--- src/rtl/pe_pkg.sv ---
// Shared PE definitions: lane geometry, sequencer state encoding and lane-select helper.
package pe_pkg;

  localparam int unsigned LANES          = 4;
  localparam int unsigned ELEMS_PER_WORD = 4;
  localparam int unsigned LANE_W         = $clog2(LANES);
  localparam int unsigned ELEM_W         = $clog2(ELEMS_PER_WORD);

  typedef enum logic [2:0] {
    ST_IDLE    = 3'd0,
    ST_LOAD    = 3'd1,
    ST_COMPUTE = 3'd2,
    ST_DRAIN   = 3'd3,
    ST_ACT     = 3'd4,
    ST_FINISH  = 3'd5
  } pe_state_e;

  function automatic logic [LANES-1:0] lane_onehot(input logic [LANE_W-1:0] lane);
    return LANES'(1) << lane;
  endfunction

endpackage

--- src/rtl/pe_seq_ctrl.sv ---
// Sequencer for a 4-lane PE: loads weight words into lane FIFOs, streams activations
// through the MACs tile by tile, waits out the MAC pipeline and optionally fires activation.
module pe_seq_ctrl
  import pe_pkg::*;
#(
  parameter int unsigned DATA_IN_WIDTH = 64,
  parameter int unsigned TILE_W        = 8,
  parameter int unsigned MAC_LAT       = 2
) (
  input  logic                     clk,
  input  logic                     rst,
  input  logic                     start,
  input  logic [TILE_W-1:0]        num_tiles,
  input  logic                     relu_en,
  input  logic                     w_valid,
  input  logic [DATA_IN_WIDTH-1:0] w_data,
  output logic                     w_ready,
  input  logic                     a_valid,
  input  logic [15:0]              a_data,
  output logic                     a_ready,
  output logic [LANES-1:0]         wr_en,
  output logic [LANES-1:0]         rd_en,
  output logic [LANES-1:0]         mac_en,
  output logic [LANES-1:0]         act_fn_en,
  output logic [DATA_IN_WIDTH-1:0] data_in,
  output logic [15:0]              in_ip,
  output logic                     busy,
  output logic                     done
);

  localparam int unsigned DRAIN_W = $clog2(MAC_LAT + 1) + 1;

  pe_state_e           state_q, state_d;
  logic [LANE_W-1:0]   lane_q, lane_d;
  logic [ELEM_W-1:0]   elem_q, elem_d;
  logic [TILE_W-1:0]   tile_q, tile_d;
  logic [DRAIN_W-1:0]  drain_q, drain_d;
  logic [TILE_W-1:0]   num_tiles_q, num_tiles_d;
  logic                relu_q, relu_d;
  logic [15:0]         in_ip_q;
  logic [LANES-1:0]    mac_en_q;

  always_ff @(posedge clk or posedge rst) begin
    if (rst) begin
      state_q     <= ST_IDLE;
      lane_q      <= '0;
      elem_q      <= '0;
      tile_q      <= '0;
      drain_q     <= '0;
      num_tiles_q <= '0;
      relu_q      <= 1'b0;
    end else begin
      state_q     <= state_d;
      lane_q      <= lane_d;
      elem_q      <= elem_d;
      tile_q      <= tile_d;
      drain_q     <= drain_d;
      num_tiles_q <= num_tiles_d;
      relu_q      <= relu_d;
    end
  end

  // Next state, counters and the combinational handshake outputs.
  always_comb begin
    state_d     = state_q;
    lane_d      = lane_q;
    elem_d      = elem_q;
    tile_d      = tile_q;
    drain_d     = drain_q;
    num_tiles_d = num_tiles_q;
    relu_d      = relu_q;
    w_ready     = 1'b0;
    a_ready     = 1'b0;
    wr_en       = '0;
    rd_en       = '0;
    data_in     = '0;
    act_fn_en   = '0;
    done        = 1'b0;
    busy        = 1'b1;

    case (state_q)
      ST_IDLE: begin
        busy = 1'b0;
        if (start) begin
          num_tiles_d = num_tiles;
          relu_d      = relu_en;
          lane_d      = '0;
          elem_d      = '0;
          tile_d      = '0;
          drain_d     = '0;
          state_d     = (num_tiles == '0) ? ST_FINISH : ST_LOAD;
        end
      end
      ST_LOAD: begin
        w_ready = 1'b1;
        if (w_valid) begin
          wr_en   = lane_onehot(lane_q);
          data_in = w_data;
          if (lane_q == LANE_W'(LANES - 1)) begin
            lane_d  = '0;
            state_d = ST_COMPUTE;
          end else begin
            lane_d = lane_q + LANE_W'(1);
          end
        end
      end
      ST_COMPUTE: begin
        a_ready = 1'b1;
        if (a_valid) begin
          rd_en = '1;
          if (elem_q == ELEM_W'(ELEMS_PER_WORD - 1)) begin
            elem_d = '0;
            if (tile_q == num_tiles_q - TILE_W'(1)) begin
              drain_d = '0;
              state_d = ST_DRAIN;
            end else begin
              tile_d  = tile_q + TILE_W'(1);
              state_d = ST_LOAD;
            end
          end else begin
            elem_d = elem_q + ELEM_W'(1);
          end
        end
      end
      // First DRAIN cycle carries the final mac_en; MAC_LAT more cycles follow it.
      ST_DRAIN: begin
        if (drain_q == DRAIN_W'(MAC_LAT)) begin
          drain_d = '0;
          state_d = relu_q ? ST_ACT : ST_FINISH;
        end else begin
          drain_d = drain_q + DRAIN_W'(1);
        end
      end
      ST_ACT: begin
        act_fn_en = '1;
        state_d   = ST_FINISH;
      end
      ST_FINISH: begin
        done    = 1'b1;
        state_d = ST_IDLE;
      end
      default: begin
        state_d = ST_IDLE;
      end
    endcase
  end

  // FIFO read data appears one cycle after rd_en, so MAC operand and enable lag by one.
  always_ff @(posedge clk or posedge rst) begin
    if (rst) begin
      in_ip_q  <= '0;
      mac_en_q <= '0;
    end else begin
      mac_en_q <= rd_en;
      if (rd_en[0]) begin
        in_ip_q <= a_data;
      end
    end
  end

  assign in_ip  = in_ip_q;
  assign mac_en = mac_en_q;

endmodule

--- config.mk ---
export PLATFORM = sky130hd
export DESIGN_NAME = pe_seq_ctrl
export DESIGN_NICKNAME = d
export VERILOG_FILES = /design/src/rtl/pe_pkg.sv /design/src/rtl/pe_seq_ctrl.sv
export SDC_FILE = /design/constraint.sdc
export NUM_CORES = 1
export LEC_CHECK = 0
export BUFFER_PORTS_ARGS = -buffer_cell sky130_fd_sc_hd__buf_2
export CORE_AREA = 5 5 91 93
export DETAILED_ROUTE_END_ITERATION = 12
export DIE_AREA = 0 0 96 98
export PLACE_DENSITY = 0.87
export SLEW_MARGIN = 0
export SYNTH_ARGS = -nofsm -noshare
export SYNTH_HDL_FRONTEND = slang
export SYNTH_SLANG_ARGS = --single-unit
--- constraint.sdc ---
create_clock -name clk -period 2.9 [get_ports clk]
set_clock_uncertainty 0.2 [all_clocks]
set_input_delay 0.145 -clock clk [delete_from_list [all_inputs] [get_ports clk]]
set_output_delay 0.145 -clock clk [all_outputs]
set_load 0.01 [all_outputs]
# Yosys cells after proc, flatten, opt, wreduce, memory -nomap -nowiden
# Cells that the tools add are included.
dict set report classes {
  add_sub_neg 5
  eq_ne 17
  reduce_logical 11
  n_mux 39
  shift 1
}
# cell n
set ops {}
lappend ops {{two-way mux 64 bit} 2}
lappend ops {{two-way mux 3 bit} 12}
lappend ops {{two-way mux 8 bit} 4}
lappend ops {{two-way mux 4 bit} 5}
lappend ops {{inequality test 2 bit, second input constant} 8}
lappend ops {{one-hot mux 8 bit (2 select lines)} 1}
lappend ops {{one-hot mux 3 bit (5 select lines)} 1}
lappend ops {{two-way mux 2 bit} 6}
lappend ops {{AND reduction 5 bit} 2}
lappend ops {{== test 3 x 2 -> 1 bit, second input constant} 3}
lappend ops {{one-hot mux 3 bit (3 select lines)} 1}
lappend ops {{adder 8 x 1 -> 8 bit, second input constant} 1}
lappend ops {{== test 8 bit} 1}
lappend ops {{logical NOT 8 bit} 1}
lappend ops {{one-hot mux 2 bit (2 select lines)} 2}
lappend ops {{subtractor 8 x 1 -> 8 bit, second input constant} 1}
lappend ops {{== test 3 bit, second input constant} 2}
lappend ops {{AND reduction 3 bit} 2}
lappend ops {{AND reduction 6 bit} 1}
lappend ops {{two-way mux 1 bit} 5}
lappend ops {{adder 2 x 1 -> 2 bit, second input constant} 2}
lappend ops {{== test 2 bit, second input constant} 2}
lappend ops {{nonzero test 2 bit} 2}
lappend ops {{left shift 1 x 2 -> 4 bit, first input constant} 1}
lappend ops {{other kinds (5)} 5}
dict set report word_totals {
  register_bits 47
  in_bits 94
  word_cells 82
  output_inout_bits 100
}

# Longest topological paths before layout
# Gate-level depths: netlist of run 1.
dict set report logic_depth {
  depth_word 6
  depth_mapped 8
}

# Worst setup path after synthesis of run 1
# OpenSTA, ideal clock, no wires.
dict set report synth_timing {
  path_kind {reg2reg}
  start {reg num_tiles_q[0]}
  end {reg drain_q[2]}
  setup_time_ns 0.124
  path_buffers 0
  arrival_time_ns 2.255
  synth_period_minus_slack_ns 2.578
  required_time_ns 2.576
  slack_ns 0.322
  path_stages_with_launch 9
  cell_sequence {dfrtp_1 inv_1 ha_1 or3b_1 a211oi_1 o211ai_1 o31a_1 a211o_1 a211o_1}
}
dict set report synth_between {
  elab_chain_cells 4
}
# element line
set synth_lines {}
lappend synth_lines {{from (decl)} pe_seq_ctrl.sv:38} ;# logic [TILE_W-1:0] num_tiles_q, num_tiles_d;
lappend synth_lines {{from (signal assigned)} pe_seq_ctrl.sv:58} ;# num_tiles_q <= num_tiles_d;
lappend synth_lines {{subtractor 8 x 1 -> 8 bit} pe_seq_ctrl.sv:113} ;# if (tile_q == num_tiles_q - TILE_W'(1)) begin
lappend synth_lines {{== test 8 bit} pe_seq_ctrl.sv:113}
lappend synth_lines {{inequality test 2 bit (no line)} --}
lappend synth_lines {{AND reduction 5 bit (no line)} --}
lappend synth_lines {{to (signal assigned)} pe_seq_ctrl.sv:57} ;# drain_q <= drain_d;
lappend synth_lines {{to (decl)} pe_seq_ctrl.sv:37} ;# logic [DRAIN_W-1:0] drain_q, drain_d;
# Every way passes these cells.
# A chain may end at the register's enable or synchronous reset.

# Worst setup path after layout of run 1
# Ends and elaborated chain as after synthesis.

==> flow_metrics.py, run 1 <==
metrics = {
    "logic_synthesis": {
        "synth-seq-cells": 44,
        "yosys.area.top_type_share_pct": 38.16,
        "syn-cell-area_um2": 2885,
        "synth_common_cells": "and2_1 (72), dfrtp_1 (44), nand2_1 (36)",
        "synth_top_family_by_area": "simple AND/OR/NAND/NOR gates",
        "syn_inst": 322,
        "yosysTopAreaCell": "dfrtp_1",
        "synth_fa_ha_area_share_pct": 3.036,
        "synth_xor_area_share_pct": 2.732,
        "synth-simple-area-share_pct": 34.22,
        "synth.distinct_cells": 46,
        "muxShareOfSynthArea_pct": 7.285,
        "avgSynthCellArea_um2": 8.960,
        "seq_area_frac_synth_pct": 38.16,
        "synth_top_cells_by_area": "dfrtp_1 (38%), and2_1 (16%), mux2_2 (6.2%)",
        "synth_edf_count": 0,
        "yosys.cell_count.top_type": "and2_1",
        "syn_nets": 423,
        "async_flop_share_pct": 100.0,
        "synth_compound_area_share_pct": 8.977,
        "synth_warnings": 0,
        "synthFlopType": "dfrtp_1",
    },
    "global_routing": {
        "grt_usage_pct": 23.04,
        "antenna_found_initial": 2,
        "grt.overflow.total": 0,
        "grt_first_pass_wirelength_um": 16660,
        "grt_max_degree": 51,
        "first_global_vias": 3166,
    },
    "place": {
        "preCtsSetupSlack_ns": 0.1196,
        "hpwl_um": 8759,
        "gp_congestion": 0.8933,
        "numPortBuffers": 193,
        "placed_area_um2": 3904,
        "dp_cells": 596,
    },
    "setup_path": {
        "path_class": "flop to flop",
        "end_kind": "flop",
        "crit_path_max_incr_delay_ns": 0.43,
        "cpLargestDelayFamily": "compound AO/OA/AOI/OAI gates",
        "crit_chain": "inv_1 > ha_4 > or3b_1 > a211oi_1 > o211ai_1 > o31a_1 > a211o_1 > a211o_1",
        "critPathMostFrequentCell": "a211o_1",
        "critPathMaxFanout": 5,
        "slowest_stage": "dfrtp_1",
        "startpoint_type": "flop",
        "crit_arrival_ns": 2.79,
        "worst-path-buf-inv": 1,
        "required_ns": 2.89,
    },
    "final_layout": {
        "fin_area_um2": 4325,
        "areaGrowthSynthToFinish_pct": 49.91,
        "nets": 630,
        "layout.cells.non_filler": 633,
        "layout-drive-gt1-share_pct": 43.67,
        "nFillCells": 650,
        "post-route-util_pct": 58.08,
    },
    "clock_tree": {
        "clock_latency_ns": 0.30,
        "htreeDepth": 2,
        "cts_tree": "yes",
        "cts-root-buf": "clkbuf_8",
        "cts_max_path_buffers": 2,
        "clock-sinks": 44,
        "cts_buffers": 5,
        "path_clk_slew_ns": 0.08,
    },
    "floorplanning": {
        "die_h_um": 98,
        "die_area_um2": 9408,
        "core_area_um2": 7447,
        "pin_count": 194,
        "rows": 32,
        "die_w_um": 96,
        "start_util_pct": 38.74,
    },
    "power_and_ir_drop": {
        "leakage_nw": 2.380,
        "fin_total_pwr_mw": 3.623,
        "peakVddDrop_mv": 0.5754,
        "cellPowerDensity_nw_per_um2": 837.6,
    },
    "flow_run": {
        "cap_violations": 0,
    },
    "timing": {
        "fin_crit_ns": 2.804,
        "rsz0062_at_grt": "false",
        "fin_ws_ns": 0.09613,
        "maxSlewViolCount": 0,
        "slew_headroom_pct": 31.91,
        "hold_viol": 0,
        "setup_violations": 0,
        "fin_crit_sh_pct": 96.69,
        "finalSetupTns_ns": 0,
        "fin_hold_ws_ns": 0.02190,
        "tightest_slew_ns": 1.015,
        "max_freq_mhz": 356.7,
    },
    "detailed_routing": {
        "drc": 0,
        "ant_nets": 0,
        "via_per_inst": 5.027,
        "routedWlPerCell_um": 17.65,
        "first_iter_violations": 251,
        "totalWireLength_um": 11170,
        "dr.pass1.iters": 4,
        "vias": 3182,
    },
    "worst_hold_path": {
        "hold_class": "primary input to flop",
    },
    "outcome": {
        "outcome": "complete, no violations",
    },
}
[final timing paths]
| path | depth (start not counted) | slack (ns) | end | startpoint |
|---|---|---|---|---|
| max in group asynchronous | 4 | 1.48 | state_q[0]$_DFFE_PP0P_ | rst |
| min | 3 | 0.02 | elem_q[0]$_DFFE_PP0P_ | a_valid |
| max reg2reg | 8 | 0.1 | drain_q[2]$_DFFE_PP0P_ | num_tiles_q[0]$_DFFE_PP0P_ |
| max | 8 | 0.1 | drain_q[2]$_DFFE_PP0P_ | num_tiles_q[0]$_DFFE_PP0P_ |
| min reg2reg | 2 | 0.29 | relu_q$_DFFE_PP0P_ | relu_q$_DFFE_PP0P_ |
| min in group asynchronous | 3 | 0.33 | elem_q[0]$_DFFE_PP0P_ | rst |
[routing by layer]
metal	part of all wire, %	vias up	global-route usage (%)
met1	35	1492	24.98
li1	-	1496	-
met4	3.6	0	9.081
met5	0	-	0
met3	11	22	6.549
met2	50	172	41.26
[cell usage in the layout (no fill, tap or decap), types with 2 or more instances in the layout]
| master | n |
|---|---|
| a211o_1 | 3 |
| a21o_1 | 4 |
| a21oi_1 | 8 |
| a22o_1 | 2 |
| and2_1 | 72 |
| and3_1 | 4 |
| and4_1 | 2 |
| buf_2 | 193 |
| buf_4 | 8 |
| bufinv_16 | 2 |
| clkbuf_8 | 5 |
| dfrtp_1 | 44 |
| diode_2 | 2 |
| dlygate4sd3_1 | 26 |
| ha_1 | 6 |
| inv_1 | 6 |
| mux2_2 | 16 |
| mux2i_1 | 3 |
| nand2_1 | 36 |
| nand2b_1 | 6 |
| nand3_1 | 7 |
| nand3b_1 | 3 |
| nor2_1 | 11 |
| nor3_1 | 4 |
| nor3b_1 | 2 |
| nor4_1 | 4 |
| o21ai_0 | 10 |
| o31a_1 | 2 |
| or3_1 | 6 |
| or3b_1 | 3 |
| or4_1 | 3 |
| xnor2_1 | 4 |
| xor2_1 | 5 |
[worst register-to-register path, cell delays in order, from the launching register on]
cell and delay (ns):
dfrtp_1 0.43, inv_1 0.13, ha_4 0.18, or3b_1 0.36
a211oi_1 0.26, o211ai_1 0.18, o31a_1 0.38, a211o_1 0.28
a211o_1 0.30
[layout make-up]
type	instances	area [µm²]	area share, %
inverter	7	26.28	0.6075
clock inverter	2	60.06	1.388
timing repair buffer	227	1286	29.74
multi-input combinational	244	1650	38.15
tap	102	127.6	2.951
antenna	2	5.005	0.1157
sequential	44	1101	25.46
clock buffer	5	68.82	1.591
[report_power, final]
| part | leakage [nW] | internal, mW | switching (mW) |
|---|---|---|---|
| clock network | 0.0642 | 0.339 | 0.210 |
| logic | 1.76 | 0.925 | 1.03 |
| registers | 0.556 | 0.861 | 0.254 |
| total | 2.38 | 2.12 | 1.50 |
[registers in the layout, summed over array words and instances, names as in the netlist]
register and count:
drain_q 3, tile_q 8, in_ip 16, lane_q 2, elem_q 2, relu_q 1, state_q 3, mac_en 1
num_tiles_q 8
[kinds of logic after synthesis]
kind of cell	Yosys count
simple gates	171
flops	44
compound gates	38
buf+inv	34
mux	19
xor+xnor	9
fa+ha+maj	7
[timing repair]
action                                 in CTS  in global routing
setup buffers                               0                  2
gates resized for setup                     0                  2
setup endpoints to repair                   0                  2
endpoints found under the hold margin      53                  0
hold buffers                               26                  0
Note: power is estimated with default switching activity, not from simulation.
==> run 2: changes to the inputs <==
--- a/config.mk
+++ b/config.mk
@@ -12,3 +12,2 @@
 export PLACE_DENSITY = 0.87
-export SLEW_MARGIN = 0
 export SYNTH_ARGS = -nofsm -noshare
==> constraint.sdc (replaced) <==
create_clock -name clk -period 3.15 [get_ports clk]
set_clock_uncertainty 0.2 [all_clocks]
set_input_delay 0.1575 -clock clk [delete_from_list [all_inputs] [get_ports clk]]
set_output_delay 0.1575 -clock clk [all_outputs]
set_load 0.1 [all_outputs]
==> flow_metrics.py, run 2 (synthesis results as in run 1) <==
metrics = {
    "global_routing": {
        "grt_usage_pct": 25.22,
        "grt_max_degree": 68,
        "first_global_vias": 3361,
        "grt.overflow.total": 0,
        "antenna_found_initial": 6,
        "grt_first_pass_wirelength_um": 18110,
    },
    "detailed_routing": {
        "routedWlPerCell_um": 18.87,
        "totalWireLength_um": 11960,
        "via_per_inst": 5.224,
        "ant_nets": 0,
        "vias": 3312,
        "drc": 0,
        "dr.pass1.iters": 5,
        "first_iter_violations": 302,
    },
    "setup_path": {
        "required_ns": 3.17,
        "crit_arrival_ns": 2.95,
        "rr_endpoint": "tile_q[6]$_DFFE_PP0P_",
        "crit_path_max_incr_delay_ns": 0.61,
        "end_kind": "flop",
        "slowest_stage": "nor4_1",
        "path_class": "flop to flop",
        "worst-path-buf-inv": 1,
        "worst_r2r_path_depth": 8,
        "reg2reg_slack_ns": 0.22,
        "startpoint_type": "flop",
        "cp.depth": 8,
        "critPathMaxFanout": 5,
        "cpLargestDelayFamily": "simple AND/OR/NAND/NOR gates",
        "r2r_start": "num_tiles_q[0]$_DFFE_PP0P_",
        "crit_chain": "inv_1 > ha_1 > or3b_1 > a211oi_1 > o211ai_1 > nor4_1 > o21ai_0 > a21oi_1",
    },
    "clock_tree": {
        "htreeDepth": 2,
        "path_clk_slew_ns": 0.09,
        "post_cts_buffers": 0,
        "cts_tree": "yes",
        "cts_buffers": 5,
        "cts_resized": 0,
        "clock_latency_ns": 0.30,
        "cts_max_path_buffers": 2,
        "cts-root-buf": "clkbuf_8",
        "clock-sinks": 44,
    },
    "floorplanning": {
        "core_area_um2": 7447,
        "pin_count": 194,
        "start_util_pct": 38.74,
        "die_w_um": 96,
        "rows": 32,
        "die_area_um2": 9408,
        "die_h_um": 98,
    },
    "place": {
        "dp_cells": 594,
        "gp_congestion": 0.9300,
        "hpwl_um": 9469,
        "preCtsSetupSlack_ns": 0.3666,
        "placed_area_um2": 4897,
        "numPortBuffers": 193,
    },
    "final_layout": {
        "largest_register_ffs": 16,
        "layout_common_cells": "buf_2 (126), and2_1 (72), buf_12 (67)",
        "layout.cells.non_filler": 634,
        "fin_area_um2": 5299,
        "layout-drive-gt1-share_pct": 43.35,
        "post-route-util_pct": 71.15,
        "nets": 626,
        "areaGrowthSynthToFinish_pct": 83.65,
        "mostFrequentLayoutCell": "buf_2",
    },
    "timing": {
        "slew_headroom_pct": 54.26,
        "fin_crit_ns": 2.933,
        "hold_viol": 0,
        "setup_violations": 0,
        "rsz0062_at_grt": "false",
        "tightest_slew_ns": 0.6799,
        "fin_hold_ws_ns": 0.06971,
        "maxSlewViolCount": 0,
        "fin_crit_sh_pct": 93.10,
        "finalSetupTns_ns": 0,
        "fin_ws_ns": 0.2174,
        "max_freq_mhz": 341.0,
    },
    "worst_hold_path": {
        "holdPathEnd": "elem_q[0]$_DFFE_PP0P_",
        "min_from": "a_valid",
        "holdPathStages": 3,
        "hold_class": "primary input to flop",
    },
    "flow_run": {
        "cap_violations": 0,
    },
    "outcome": {
        "outcome": "complete, no violations",
    },
    "power_and_ir_drop": {
        "leakage_nw": 2.555,
        "fin_total_pwr_mw": 6.072,
        "peakVddDrop_mv": 0.9617,
        "cellPowerDensity_nw_per_um2": 1146,
    },
}
[run 2: cell count changes in the layout (fill, tap and decap cells not counted), sizes merged]
cell,before,now
buf,201,197
bufinv,2,1
clkbuf,5,7
diode,2,6
[run 2: how the worst max path moves through the flow]
stage / startpoint / endpoint / slack [ns]
floorplan: state_q[0]$_DFFE_PP0P_ / state_q[1]$_DFFE_PP0P_ / 0.10
global placement: num_tiles_q[0]$_DFFE_PP0P_ / drain_q[2]$_DFFE_PP0P_ / 0.49
detailed placement: num_tiles_q[0]$_DFFE_PP0P_ / drain_q[2]$_DFFE_PP0P_ / 0.37
CTS: num_tiles_q[0]$_DFFE_PP0P_ / drain_q[2]$_DFFE_PP0P_ / 0.35
global route: num_tiles_q[0]$_DFFE_PP0P_ / tile_q[6]$_DFFE_PP0P_ / 0.04
finish: num_tiles_q[0]$_DFFE_PP0P_ / tile_q[6]$_DFFE_PP0P_ / 0.22
[run 2: power by group]
part	internal, mW	switching (mW)
combinational	1.27	3.27
clock	0.280	0.191
sequential	0.792	0.270
[run 2: routing by layer]
layer / share of wire [%] / GRT usage [%] / vias to the layer above
li1: - / - / 1501
met1: 33 / 25.87 / 1576
met2: 53 / 45.46 / 209
met3: 11 / 7.242 / 26
met4: 3.2 / 12.58 / 0
met5: 0 / 0 / -
[run 2: layout make-up]
cell class / count / area, µm²
antenna: 6 / 15.01
clock buffer: 7 / 96.34
clock inverter: 1 / 30.03
fill: 528 / 2148
inverter: 7 / 26.28
multi-input combinational: 244 / 1640
sequential: 44 / 1101
tap: 102 / 127.6
timing repair buffer: 223 / 2262
[run 2: repair_timing]
item	in CTS	in global routing
hold buffers	26	0
endpoints found under the hold margin	69	0
setup endpoints to repair	0	0
[run 2: worst register-to-register path, stage by stage (launching register included)]
cell and delay [ns]:
dfrtp_1 0.45, inv_1 0.12, ha_1 0.26, or3b_1 0.37, a211oi_1 0.24, o211ai_1 0.19
nor4_1 0.61, o21ai_0 0.23, a21oi_1 0.17
==> run 3: changes to the inputs <==
--- a/config.mk
+++ b/config.mk
@@ -8,2 +8,3 @@
 export BUFFER_PORTS_ARGS = -buffer_cell sky130_fd_sc_hd__buf_2
+export CAP_MARGIN = 40
 export CORE_AREA = 5 5 91 93
--- a/constraint.sdc
+++ b/constraint.sdc
@@ -4,2 +4,2 @@
 set_output_delay 0.1575 -clock clk [all_outputs]
-set_load 0.1 [all_outputs]
+set_load 0.05 [all_outputs]
==> flow_metrics.py, run 3 (synthesis results as in run 1) <==
metrics = {
    "setup_path": {
        "critPathMaxFanout": 5,
        "required_ns": 3.14,
        "crit_arrival_ns": 2.80,
        "end_kind": "flop",
        "cpLargestDelayFamily": "compound AO/OA/AOI/OAI gates",
        "crit_chain": "inv_1 > ha_1 > or3b_1 > a211oi_1 > o211ai_1 > o31a_1 > a211o_1 > a211o_1",
        "worst-path-buf-inv": 1,
        "slowest_stage": "dfrtp_1",
        "critPathMostFrequentCell": "a211o_1",
        "crit_path_max_incr_delay_ns": 0.43,
        "startpoint_type": "flop",
        "path_class": "flop to flop",
    },
    "clock_tree": {
        "post_cts_buffers": 0,
        "clock-sinks": 44,
        "htreeDepth": 2,
        "cts_resized": 0,
        "cts-root-buf": "clkbuf_8",
        "clock_latency_ns": 0.30,
        "cts_tree": "yes",
        "path_clk_slew_ns": 0.09,
        "cts_buffers": 5,
        "hold_buffers": 26,
        "cts_max_path_buffers": 2,
    },
    "final_layout": {
        "largest_register_ffs": 16,
        "layout_common_cells": "buf_2 (193), and2_1 (72), dfrtp_1 (44)",
        "mostFrequentLayoutCell": "buf_2",
        "areaGrowthSynthToFinish_pct": 48.09,
        "layout-drive-gt1-share_pct": 43.26,
        "layout.cells.non_filler": 631,
        "fin_area_um2": 4273,
        "nets": 627,
    },
    "global_routing": {
        "grt.overflow.total": 0,
        "grt_first_pass_wirelength_um": 16500,
        "grt_usage_pct": 22.99,
        "grt_max_degree": 51,
        "antenna_found_initial": 2,
        "first_global_vias": 3170,
    },
    "detailed_routing": {
        "via_per_inst": 5.036,
        "routedWlPerCell_um": 17.59,
        "totalWireLength_um": 11100,
        "drc": 0,
        "first_iter_violations": 160,
        "ant_nets": 0,
        "vias": 3178,
        "dr.pass1.iters": 4,
    },
    "power_and_ir_drop": {
        "leakage_nw": 2.354,
        "intPower_mw": 1.840,
        "fin_total_pwr_mw": 4.204,
        "swShare_pct": 56.23,
        "p_switching_mw": 2.364,
        "cellPowerDensity_nw_per_um2": 983.9,
        "clock_power_share_pct": 10.5,
        "power.share.sequential_pct": 25.1,
        "peakVddDrop_mv": 0.8412,
        "power_frac_comb_pct": 64.5,
    },
    "timing": {
        "fin_crit_sh_pct": 89.23,
        "fin_hold_ws_ns": 0.02983,
        "tightest_slew_ns": 0.5931,
        "maxSlewViolCount": 0,
        "finalSetupTns_ns": 0,
        "hold_viol": 0,
        "setup_violations": 0,
        "rsz0062_at_grt": "false",
        "max_freq_mhz": 355.8,
        "slew_headroom_pct": 60.09,
        "fin_crit_ns": 2.811,
    },
    "place": {
        "placed_area_um2": 3896,
        "hpwl_um": 8683,
        "numPortBuffers": 193,
        "dp_cells": 595,
        "gp_congestion": 0.9408,
    },
    "floorplanning": {
        "die_w_um": 96,
        "core_area_um2": 7447,
        "pin_count": 194,
        "die_h_um": 98,
        "rows": 32,
        "start_util_pct": 38.74,
        "die_area_um2": 9408,
    },
    "worst_hold_path": {
        "hold_class": "primary input to flop",
    },
    "outcome": {
        "outcome": "complete, no violations",
    },
    "flow_run": {
        "cap_violations": 0,
    },
}
==> run 3: final timing paths <==
kind	startpoint	end	slack, ns	depth (start not counted)
setup / recovery	num_tiles_q[0]$_DFFE_PP0P_	drain_q[2]$_DFFE_PP0P_	0.34	8
hold / removal	a_valid	elem_q[0]$_DFFE_PP0P_	0.03	3
setup reg to reg	num_tiles_q[0]$_DFFE_PP0P_	drain_q[2]$_DFFE_PP0P_	0.34	8
hold reg to reg	relu_q$_DFFE_PP0P_	relu_q$_DFFE_PP0P_	0.29	2
max in group asynchronous	rst	drain_q[0]$_DFFE_PP0P_	2.03	4
min in group asynchronous	rst	num_tiles_q[2]$_DFFE_PP0P_	0.34	4
==> run 3: through the flow <==
stage	utilization, %	setup slack, ns
2_1_floorplan	-	0.5716
3_3_place_gp	52.32	0.4793
3_5_place_dp	52.32	0.3902
4_1_cts	57.31	0.3810
5_1_grt	57.38	0.09383
6_report	57.38	0.3394
==> run 3: final cells by class <==
type / instances / area (µm²)
fillers: 650 / 3174
clock buffers: 5 / 68.82
diodes: 2 / 5.005
inverters: 7 / 26.28
well taps: 102 / 127.6
repair buffers: 224 / 1264
flip-flops and latches: 44 / 1101
clock inverters: 3 / 42.54
multi-input cells: 244 / 1638
==> run 3: power by group through the flow <==
stage	sequential [mW]	clock [mW]	combinational, mW
6_report	1.05	0.439	2.71
2_1_floorplan	1.33	0	1.79
4_1_cts	1.04	0.440	2.71
5_1_grt	1.08	0.471	2.90
3_3_place_gp	1.03	0	2.63
3_5_place_dp	1.05	0	2.68
==> run 3: layer usage <==
| layer | track usage (%) | wire length (µm) | vias up |
|---|---|---|---|
| li1 | - | - | 1489 |
| met1 | 24.35 | 3933 | 1519 |
| met2 | 42.43 | 5824 | 155 |
| met3 | 6.934 | 1165 | 15 |
| met4 | 7.221 | 178 | 0 |
| met5 | 0 | 0 | - |
==> run 3: tightest hold or removal path: cells and delay by family <==
kind,cells,cell delay (ns)
buffers and inverters,1,0.11
AND/OR/NAND/NOR,1,0.13
AO/OA/AOI/OAI,1,0.08
